[src/rtl/attack_frame_rx.sv]
`default_nettype none
// ============================================================================
// Module   : attack_frame_rx
// Purpose  : Assembles 4-byte attack frames (0xA5, move_id, damage, checksum)
//            from a byte-wide serial receiver, verifies the checksum and holds
//            the frame until the consumer acknowledges it. Reports checksum,
//            inter-byte timeout and overrun errors as one-cycle pulses plus a
//            saturating error counter.
// Ports    : clk           - system clock (only clock)
//            reset_n       - asynchronous active-low reset
//            rx_byte       - byte from the serial receiver
//            char_received - level-held byte-ready flag (rising edge = byte)
//            frame_ack     - consumer acknowledge releasing a held frame
//            frame_valid   - verified frame is being held
//            move_id       - move byte of the held frame
//            damage        - damage byte of the held frame
//            sum_err       - one-cycle pulse, checksum mismatch
//            timeout_err   - one-cycle pulse, inter-byte timeout
//            overrun_err   - one-cycle pulse, good frame dropped (not acked)
//            err_count     - total errors, saturating at 255
//            busy          - FSM is not IDLE
// Revision : 1.0 - initial release
// ============================================================================
module attack_frame_rx #(
  parameter int unsigned TIMEOUT_CYC = 5000000
) (
  input  logic       clk,
  input  logic       reset_n,
  input  logic [7:0] rx_byte,
  input  logic       char_received,
  input  logic       frame_ack,
  output logic       frame_valid,
  output logic [7:0] move_id,
  output logic [7:0] damage,
  output logic       sum_err,
  output logic       timeout_err,
  output logic       overrun_err,
  output logic [7:0] err_count,
  output logic       busy
);

  localparam int unsigned CNT_W = (TIMEOUT_CYC > 1) ? $clog2(TIMEOUT_CYC) : 1;
  localparam logic [CNT_W-1:0] C_TO_LAST = CNT_W'(TIMEOUT_CYC - 1);
  localparam logic [7:0] C_HEADER = 8'hA5;

  typedef enum logic [1:0] {
    IDLE     = 2'd0,
    GET_MOVE = 2'd1,
    GET_DMG  = 2'd2,
    GET_SUM  = 2'd3
  } state_t;

  state_t           r_state;
  logic             r_char_prev;
  logic             r_armed;
  logic [7:0]       r_move;
  logic [7:0]       r_dmg;
  logic [CNT_W-1:0] r_to_cnt;
  logic             r_frame_valid;
  logic [7:0]       r_move_id;
  logic [7:0]       r_damage;
  logic             r_sum_err;
  logic             r_timeout_err;
  logic             r_overrun_err;
  logic [7:0]       r_err_count;

  logic       w_capture;
  logic       w_in_sum;
  logic [7:0] w_sum;
  logic       w_sum_bad;
  logic       w_ovr;
  logic       w_load;
  logic       w_to;
  logic       w_err;

  // r_armed stays low after reset until char_received has been seen low, so a
  // flag already high at reset release is never taken as a fresh edge.
  assign w_capture = char_received & ~r_char_prev & r_armed;
  assign w_in_sum  = w_capture && (r_state == GET_SUM);
  assign w_sum     = r_move + r_dmg;
  assign w_sum_bad = w_in_sum && (rx_byte != w_sum);
  // An acknowledge in the same cycle frees the holding slot, so no overrun.
  assign w_ovr     = w_in_sum && !w_sum_bad && r_frame_valid && !frame_ack;
  assign w_load    = w_in_sum && !w_sum_bad && !w_ovr;
  // A capture in the same cycle takes priority over the timeout.
  assign w_to      = !w_capture && (r_state != IDLE) && (r_to_cnt == C_TO_LAST);
  // The three error sources are mutually exclusive by construction.
  assign w_err     = w_sum_bad | w_ovr | w_to;

  always_ff @(posedge clk or negedge reset_n) begin
    if (!reset_n) begin
      r_state       <= IDLE;
      r_char_prev   <= 1'b0;
      r_armed       <= 1'b0;
      r_move        <= 8'h00;
      r_dmg         <= 8'h00;
      r_to_cnt      <= '0;
      r_frame_valid <= 1'b0;
      r_move_id     <= 8'h00;
      r_damage      <= 8'h00;
      r_sum_err     <= 1'b0;
      r_timeout_err <= 1'b0;
      r_overrun_err <= 1'b0;
      r_err_count   <= 8'h00;
    end else begin
      r_char_prev   <= char_received;
      r_armed       <= r_armed | ~char_received;
      r_sum_err     <= w_sum_bad;
      r_overrun_err <= w_ovr;
      r_timeout_err <= w_to;

      if (w_err && (r_err_count != 8'hFF)) begin
        r_err_count <= r_err_count + 8'd1;
      end

      if (w_load) begin
        r_move_id     <= r_move;
        r_damage      <= r_dmg;
        r_frame_valid <= 1'b1;
      end else if (r_frame_valid && frame_ack) begin
        r_frame_valid <= 1'b0;
      end

      if (w_capture) begin
        r_to_cnt <= '0;
        case (r_state)
          IDLE: begin
            if (rx_byte == C_HEADER) begin
              r_state <= GET_MOVE;
            end
          end
          GET_MOVE: begin
            r_move  <= rx_byte;
            r_state <= GET_DMG;
          end
          GET_DMG: begin
            r_dmg   <= rx_byte;
            r_state <= GET_SUM;
          end
          default: begin
            r_state <= IDLE;
          end
        endcase
      end else if (r_state == IDLE) begin
        r_to_cnt <= '0;
      end else if (w_to) begin
        r_state  <= IDLE;
        r_to_cnt <= '0;
      end else begin
        r_to_cnt <= r_to_cnt + CNT_W'(1);
      end
    end
  end

  assign frame_valid = r_frame_valid;
  assign move_id     = r_move_id;
  assign damage      = r_damage;
  assign sum_err     = r_sum_err;
  assign timeout_err = r_timeout_err;
  assign overrun_err = r_overrun_err;
  assign err_count   = r_err_count;
  assign busy        = (r_state != IDLE);

endmodule
`default_nettype wire
[config.mk]
export PLATFORM = sky130hd
export DESIGN_NAME = attack_frame_rx
export DESIGN_NICKNAME = d
export VERILOG_FILES = /design/src/rtl/attack_frame_rx.sv
export SDC_FILE = /design/constraint.sdc
export NUM_CORES = 1
export LEC_CHECK = 0
export ABC_AREA = 1
export CAP_MARGIN = 20
export CORE_ASPECT_RATIO = 1.25
export CORE_MARGIN = 8
export CORE_UTILIZATION = 30
export DETAILED_ROUTE_END_ITERATION = 8
export GPL_TIMING_DRIVEN = 0
export HOLD_SLACK_MARGIN = 0.08
export PLACE_DENSITY = 0.53
export SKIP_CTS_REPAIR_TIMING = 1
export SYNTH_ARGS = -nofsm -noshare
export SYNTH_HDL_FRONTEND = slang
export SYNTH_SLANG_ARGS = --single-unit
[constraint.sdc]
create_clock -name clk -period 5.4 [get_ports clk]
set_input_delay 1.08 -clock clk [delete_from_list [all_inputs] [get_ports clk]]
set_output_delay 1.08 -clock clk [all_outputs]
set_load 0.05 [all_outputs]
==> flow_summary_export.csv <==
group,metric,value,unit
run_status,status,"complete, no violations",
die,die_x,115,um
final_layout,fin_nets,528,
placed_design,place.detailed.hpwl,6.46,mm
clock_network,clkLatencyLatePin,0.33,ns
yosys,synth_adder_area_share,5.02,%
critical_path,cp_max_fo,10,
yosys,synth_area_leaders,"dfrtp_1, nand2_1, inv_1",
detailed_routing,drc,0,
global_route,grt_pass1_wl,14.6,mm
yosys,synthXorXnorAreaFrac,2.89,%
final_layout,multi_input_area,1610,um2
sta,slew_headroom,61.6,%
power,power_density,302,nW/um2
clock_network,clk_pin_slew_worst_paths,0.06,ns
global_route,overflow,0,
critical_path,required,5.61,ns
power,p_int,1050,uW
sta,finalHoldViolCount,0,
critical_path,path_class,"in -> reg",
sta,worst_pin_slew,0.572,ns
die,ios,41,
clock_network,clk_path_buf_depth,2,
yosys,synth_area,3640,um2
yosys,syn_avg_cell_area,8.09,um2
placed_design,gp_congestion,0.830,
sta,period_needed,3.12,ns
yosys,ys_warn_count,0,
final_layout,mostFrequentLayoutCells,"nand2_1, dfrtp_1, inv_1",
detailed_routing,viasPerCell,4.54,
yosys,synth_top_area_share,48.8,%
global_route,grt.total_usage,11.6,%
clock_network,htree_levels,3,
yosys,yosys_register_bits,71,
final_layout,drive_above_1_share,6.31,%
yosys,muxShareOfSynthArea,0,%
placed_design,io_buffers,40,
final_layout,antenna_cells,0,
global_route,grt_antenna_before_repair,0,
die,row_count,45,
yosys,ys_types,31,
power,p_seq_share,40.9,%
sta,rsz0062_at_grt,"false",
global_route,grt_pass1_vias,3110,
hold_path,hold_path.class,"reg -> reg",
final_layout,final_common_cell,"nand2_1",
critical_path,cp-end-kind,"flip-flop",
yosys,syn-num-nets,476,
detailed_routing,antenna_left,0,
power,share_comb_of_total_power,11.1,%
yosys,synth_top_family_by_area,"simple AND/OR/NAND/NOR gates",
detailed_routing,dr_total_vias,3049,
clock_network,cts-root-buf,"clkbuf_16",
die,core_area,12000,um2
detailed_routing,wl_per_cell,12.9,um
detailed_routing,drt_iter0_drc,122,
yosys,syn_inst,450,
die,start_util,30.3,%
yosys,synth_compound_area_share,7.74,%
sta,fmax,0.321,GHz
clock_network,cts.sinks,71,
yosys,synth_area_leader_cell,"dfrtp_1",
power,p_sw,341,uW
run,maxCapViolations,0,
critical_path,start_kind,"input port",
die,die_area,15900,um2
power,ir_drop,0.142,mV
power,leakagePower,0.00226,uW
sta,setup_viol,0,
global_route,grt_max_degree,71,
yosys,ys_seq_area_share,48.8,%
final_layout,seqCellArea,1780,um2
power,p_sw_share,24.5,%
sta,setup_tns,0,ns
die,die_h,139,um
power,clock_power_share,48.0,%
critical_path,crit_arrival,3.33,ns
final_layout,syn_to_final_growth,26.8,%
sta,skew,0.00694,ns
detailed_routing,routed_wl,8.67,mm
yosys,synthSimpleGateAreaFrac,28.7,%
final_layout,fillers,1223,
clock_network,cts_buffers,9,
sta,timing.final.crit_share,57.7,%
detailed_routing,drt-pass1-iter-count,4,
clock_network,cts_tree,"built",
sta,drv_slew,0,
sta,finalHoldWorstSlack,0.444,ns
[critical path, cell delays in order]
cell             delay (ns)
clkdlybuf4s50_1        0.50
inv_1                  0.05
nor3_1                 0.48
inv_1                  0.26
nand3_1                0.34
inv_1                  0.22
buf_2                  0.24
o21ai_0                0.09
nor2_1                 0.07
[cell families (layout without fill, tap and decap cells)]
family | Yosys count | after routing
compound gates | 54 | 54
xor+xnor | 12 | 12
fa+ha+maj | 14 | 14
buf+inv | 63 | 120
flops | 71 | 71
simple gates | 236 | 236
[area by class of cell]
cell class	count	share of cell area, %
buffer	6	0.760
multi-input combinational	316	35.0
inverter	57	4.64
timing repair buffer	41	9.22
clock buffer	12	5.78
sequential	71	38.5
tap	164	4.45
clock inverter	4	1.65
[Yosys cell counts]
master,instances
dfrtp_1,71
o21a_1,2
fa_1,1
clkbuf_1,3
ha_1,13
a31oi_1,2
buf_4,1
a21oi_1,17
xor2_1,9
nand2_1,128
xnor2_1,3
o21ai_0,30
nor3_1,10
nand3_2,1
nor2_2,2
o21ai_1,2
a22o_1,1
nand2_2,3
buf_6,1
inv_1,54
nor3_4,1
nand4_1,11
nor2_1,31
buf_2,1
nor4_1,2
nor2_4,1
nand3b_1,3
nand2_4,1
clkinv_1,3
or2_2,2
nand3_1,40
[per-layer routing]
metal,global-route usage [%],part of all wire [%]
met3,3.01,3.4
met2,20.0,51
met4,5.27,2.1
met1,12.9,43
met5,0,0
[power groups by stage]
stage	registers (uW)	clock network (uW)	logic [uW]
floorplan	575	0	104
global placement	579	0	148
detailed placement	579	0	156
CTS	570	688	156
global route	573	705	178
finish	570	669	154
[sequential cells by signal, indices dropped and copies added, names as in the netlist]
register and cells:
damage 8, err_count 8, frame_valid 1, move_id 8, overrun_err 1, r_armed 1, r_char_prev 1, r_dmg 8
r_move 8, r_state 2, r_to_cnt 23, sum_err 1, timeout_err 1
[final timing paths]
kind                       cells past startpoint  slack, ns     startpoint           end
setup / recovery                               9       2.28  char_received  r_to_cnt[15]
hold / removal                                 2       0.44        r_armed       r_armed
setup reg to reg                              13       2.75       r_dmg[0]     damage[6]
hold reg to reg                                2       0.44        r_armed       r_armed
max in group asynchronous                      2       4.34        reset_n    move_id[2]
min in group asynchronous                      1       0.54        reset_n  r_to_cnt[14]
[metrics by stage]
| stage | area, um2 | instances | setup slack [ns] | util (%) | power (uW) |
|---|---|---|---|---|---|
| global route | 4610 | 671 | 2.14 | 38.5 | 1460 |
| detailed placement | 4270 | 655 | 1.93 | 35.6 | 735 |
| floorplan | 3640 | 450 | 2.98 | - | 679 |
| finish | 4610 | 671 | 2.28 | 38.5 | 1390 |
| CTS | 4610 | 671 | 2.27 | 38.5 | 1410 |
| global placement | 4240 | 654 | 0.697 | 35.4 | 727 |
No activity file was read; power rests on OpenSTA's default activity.
==> variant 1, RTL diff (same flow settings) <==
Change the parameter `TIMEOUT_CYC` from 5000000 to 2500000.
--- a/src/rtl/attack_frame_rx.sv
+++ b/src/rtl/attack_frame_rx.sv
@@ -24,3 +24,3 @@
 module attack_frame_rx #(
-  parameter int unsigned TIMEOUT_CYC = 5000000
+  parameter int unsigned TIMEOUT_CYC = 2500000
 ) (
Behaviour: same outputs for any inputs over 10 cycles, from zero or initial values and one cycle with reset_n low; that may be too few to reach the edited logic, so the function may still have changed.
==> variant 1 against the original RTL <==
- synthesized area up 4.4%
- core utilization shrank 0.33 points
- wire length up 5.2%
- total power grew 2.3%
- via count rose by 3.8%
- clock skew increased by 0.00078 ns
- fmax increased by 0.33%
- setup slack better by 0.010 ns
- global-route usage up 0.53 points
- synthesized cell count is 2.7% higher
- count of clock-buffer cells in the layout is 2 lower
- design area grew 3.7%
- hold slack better by 0.027 ns
- sequential cell count fell by 1
==> variant 1: results (changes against the original RTL) <==
final WL=9120 µm (+5.2%); max incr delay on CP=0.83 ns (+0.33 ns); count of cell types in the netlist=36 (+16%); gr usage total=12.1% (+0.53 points); internal cell power=1.07 mW (+1.8%); worst ir drop on vdd=0.000155 V (+9.2%); met3 Usage GRT=2.85% (-0.16 points); Mean Syn Cell Area=8.22 µm² (+1.7%); DP Area=0.00444 mm² (+3.9%); Layout fillers=1324 (+8.3%); pin count of the biggest net entering global routing=60 (-15%); max FFs per register=22 (-4.3%); Max-slew headroom=65.4% (+3.9 points); Leak=2.22 nW (-1.7%); initial DRC count=132 (+8.2%); CP arrival=2.03 ns (-1.30 ns); first-pass GRT wire length=15800 µm (+8.6%); share of cells above drive strength 1=10.8% (+4.5 points); synth top area cells=dfrtp_1 (46%), nand2_1 (11%), inv_1 (7.4%); reg2reg path depth=11 (-2); worst reg-to-reg setup slack=2.88 ns (+0.13 ns); Max FO, Critical Path=4 (-6); Vias=3166 (+3.8%); Cells after DPL=671 (+2.4%); syn_nets=488 (+2.5%); number of global-route vias before repair=3329 (+7.0%); Fin Clk Skew=0.00772 ns (+0.000782 ns); GR Layer Usage met1=13.6% (+0.73 points); sequential share of the synthesized area=46.1% (-2.7 points); commonest cells in the netlist=nand2_1 (115), inv_1 (75), dfrtp_1 (70); met2 GRT Util=20.9% (+0.87 points); outcome=complete, no violations; routability congestion estimate=0.852 (+2.6%); Crit Reg-Reg Endpoint=move_id[0]; post-place setup slack=2.33 ns (+0.399 ns); final-stage net count=540 (+2.3%)
==> variant 1: worst max-delay path by stage <==
stage / from / to / slack [ns] / cells past startpoint
3_5_place_dp: char_received / move_id[0] / 2.33 / 9
5_1_grt: r_state[0] / busy / 2.20 / 4
3_3_place_gp: reset_n / r_dmg[5] / 0.72 / 1
4_1_cts: r_state[0] / busy / 2.28 / 4
2_1_floorplan: rx_byte[3] / err_count[2] / 3.15 / 12
6_report: r_state[0] / busy / 2.29 / 4
==> variant 1: tightest hold or removal path, cell delays in order (launching register included) <==
cell and delay [ns]:
dfrtp_1 0.32, inv_1 0.06, nand2_1 0.05
==> variant 1: final cells by class <==
class / count / area (µm²) / area share [%]
multi-input combinational: 307 / 1720 / 36.0
clock buffer: 10 / 239 / 5.00
sequential: 70 / 1750 / 36.6
clock inverter: 6 / 109 / 2.28
tap: 168 / 210 / 4.39
timing repair buffer: 41 / 425 / 8.89
buffer: 6 / 27.5 / 0.575
inverter: 79 / 297 / 6.20
==> variant 1: layer usage <==
metal  vias to the layer above  share of wire, %
li1                       1593                 -
met1                      1486                42
met2                        66                51
met3                        21               4.0
met4                         0               2.6
met5                         -                 0
==> variant 1: power groups by stage <==
stage / Sequential [mW] / Clock, mW / Combinational (mW)
floorplan: 0.567 / 0 / 0.122
detailed placement: 0.572 / 0 / 0.176
global placement: 0.571 / 0 / 0.171
finish: 0.562 / 0.689 / 0.174
global route: 0.566 / 0.724 / 0.204
CTS: 0.562 / 0.701 / 0.177
==> variant 1: logic make-up after synthesis <==
logic type               synth area share [%]
AO/OA/AOI/OAI                            9.22
flip-flops                               46.1
buffers and inverters                    8.53
adder cells (fa/ha/maj)                  4.81
XOR/XNOR                                 2.77
AND/OR/NAND/NOR                          28.6
==> variant 2, RTL diff (same flow settings) <==
Made on the original files. Reset style: synchronous (`reset_n`), changed in one clocked block. Comments in the files are not updated.
--- a/src/rtl/attack_frame_rx.sv
+++ b/src/rtl/attack_frame_rx.sv
@@ -89,3 +89,3 @@
 
-  always_ff @(posedge clk or negedge reset_n) begin
+  always_ff @(posedge clk) begin
     if (!reset_n) begin
Behaviour: differs if reset_n is asserted again (counterexample within 4 cycles, from zero or initial values and one cycle with reset_n low); with reset_n held inactive, the same outputs for 10 cycles.
==> variant 2 against the original RTL <==
- critical path type is now flip-flop to output port
- setup slack improved by 0.037 ns
- sequential share of layout area decreased by 6.1 points
- first-iteration DRC count decreased by 30%
- sequential cell count unchanged
- final cell count increased by 1.8%
- synthesized area decreased by 3.7%
- wire length decreased by 0.33%
- design area decreased by 5.0%
Power is not compared: it rests on default switching activity, and its combinational part moved more than twofold at a synthesized area within 25%.
==> variant 2: results (changes against the original RTL) <==
sequential share of the synthesized area=40.6% (-8.3 points); antenna violations before repair=0 (unchanged); Max FO, Critical Path=4 (-6); count of cell types in the netlist=34 (+9.7%); CTS root buf=clkbuf_16; share of cells above drive strength 1=5.50% (-0.81 points); Worst-path clk slew=0.06 ns (about the same); reg2reg start=r_dmg[0]; Fin Clk Skew=0.00373 ns (-0.00321 ns); pin count of the biggest net entering global routing=13 (-82%); max FFs per register=23 (unchanged); number of global-route vias before repair=3092 (-0.58%); max incr delay on CP=0.83 ns (+0.33 ns); commonest cells in the netlist=nand2_1 (118), dfxtp_1 (71), inv_1 (57); synth top area cells=dfxtp_1 (41%), nand2_1 (13%), a21oi_1 (7.7%); final-stage net count=566 (+7.2%); Yosys Warn Count=0 (unchanged); final WL=8640 µm (-0.33%); Hold Startpoint=r_to_cnt[19]; worst ir drop on vdd=roughly 0.00015 V; Worst Setup SP=r_state[0]; Leak=approximately 1.8 nW; asr flop ratio synth=0% (-100 points); Hold Crit Class=flip-flop to flip-flop; Worst path slowest cell=clkdlybuf4s50_1; first-pass GRT wire length=14300 µm (-1.9%); Port Buf Inserts=39 (-2.5%); via/cell ratio=4.73 (+4.0%); worst skew pair latency=0.33 ns (about the same); CTS max path bufs=2 (unchanged); post-place setup slack=2.04 ns (+0.110 ns); Largest Register=r_to_cnt; syn_nets=516 (+8.4%); Layout fillers=1198 (-2.0%); Pre-Repair DR Iteration Count=4 (unchanged); initial DRC count=85 (-30%); CP arrival=2.00 ns (-1.33 ns); Final HPWL DP=6830 µm (+5.7%); CTS Buf Count=9 (unchanged); outcome=complete, no violations; gr usage total=11.7% (+0.13 points); Inserted Diodes=0 (unchanged); routability congestion estimate=0.808 (-2.7%); H-tree depth=3 (unchanged); worst slew pin tran=0.696 ns (+0.124 ns)
[variant 2: layout make-up]
type | instances | area [µm²] | area share, %
buffer | 15 | 75.1 | 1.71
clock buffer | 9 | 225 | 5.14
clock inverter | 7 | 87.6 | 2.00
inverter | 58 | 218 | 4.97
multi-input combinational | 346 | 1790 | 40.9
sequential | 71 | 1420 | 32.4
tap | 138 | 173 | 3.94
timing repair buffer | 39 | 390 | 8.91
[variant 2: routing by layer]
layer	up-vias	global-route usage [%]	share of wire, %
met5	-	0	0
met4	0	7.36	3.0
met3	15	2.74	3.8
met2	58	20.6	50
met1	1452	12.5	43
li1	1703	-	-
[variant 2: per-stage QoR]
stage	instance area (µm²)	util [%]	power, mW	instances
5_1_grt	4380	38.1	1.23	683
3_5_place_dp	4070	35.4	0.575	667
4_1_cts	4380	38.1	1.20	683
2_1_floorplan	3500	-	0.556	490
6_report	4380	38.1	1.18	683
3_3_place_gp	4070	35.4	0.574	667
[variant 2: power by group]
part | switching [mW] | internal (mW) | total (mW)
Sequential | 0.000242 | 0.525 | 0.525
Combinational | 0.0246 | 0.0132 | 0.0379
Clock | 0.218 | 0.400 | 0.618
[variant 2: final timing paths]
path	depth (start not counted)	to	slack [ns]
max	4	busy	2.32
min	2	r_to_cnt[19]	0.45
max reg2reg	15	move_id[2]	2.70
min reg2reg	2	r_to_cnt[19]	0.45
[variant 2: kinds of logic (layout without fill, tap and decap cells)]
family | count (synthesis) | count (layout) | synth area share [%]
xor gates and xnor gates | 9 | 9 | 2.25
and+or+nand+nor | 237 | 237 | 29.6
adders and majority gates | 14 | 14 | 5.21
DFF | 71 | 71 | 40.6
AOI/OAI and AO/OA | 86 | 86 | 14.0
buffers and inverters | 73 | 128 | 8.35
[variant 2: critical path, delay by kind of cell (launching register included)]
kind / cells / cell delay (ns)
buffers and inverters: 3 / 1.05
flip-flops: 1 / 0.39
adder cells (fa/ha/maj): 1 / 0.24
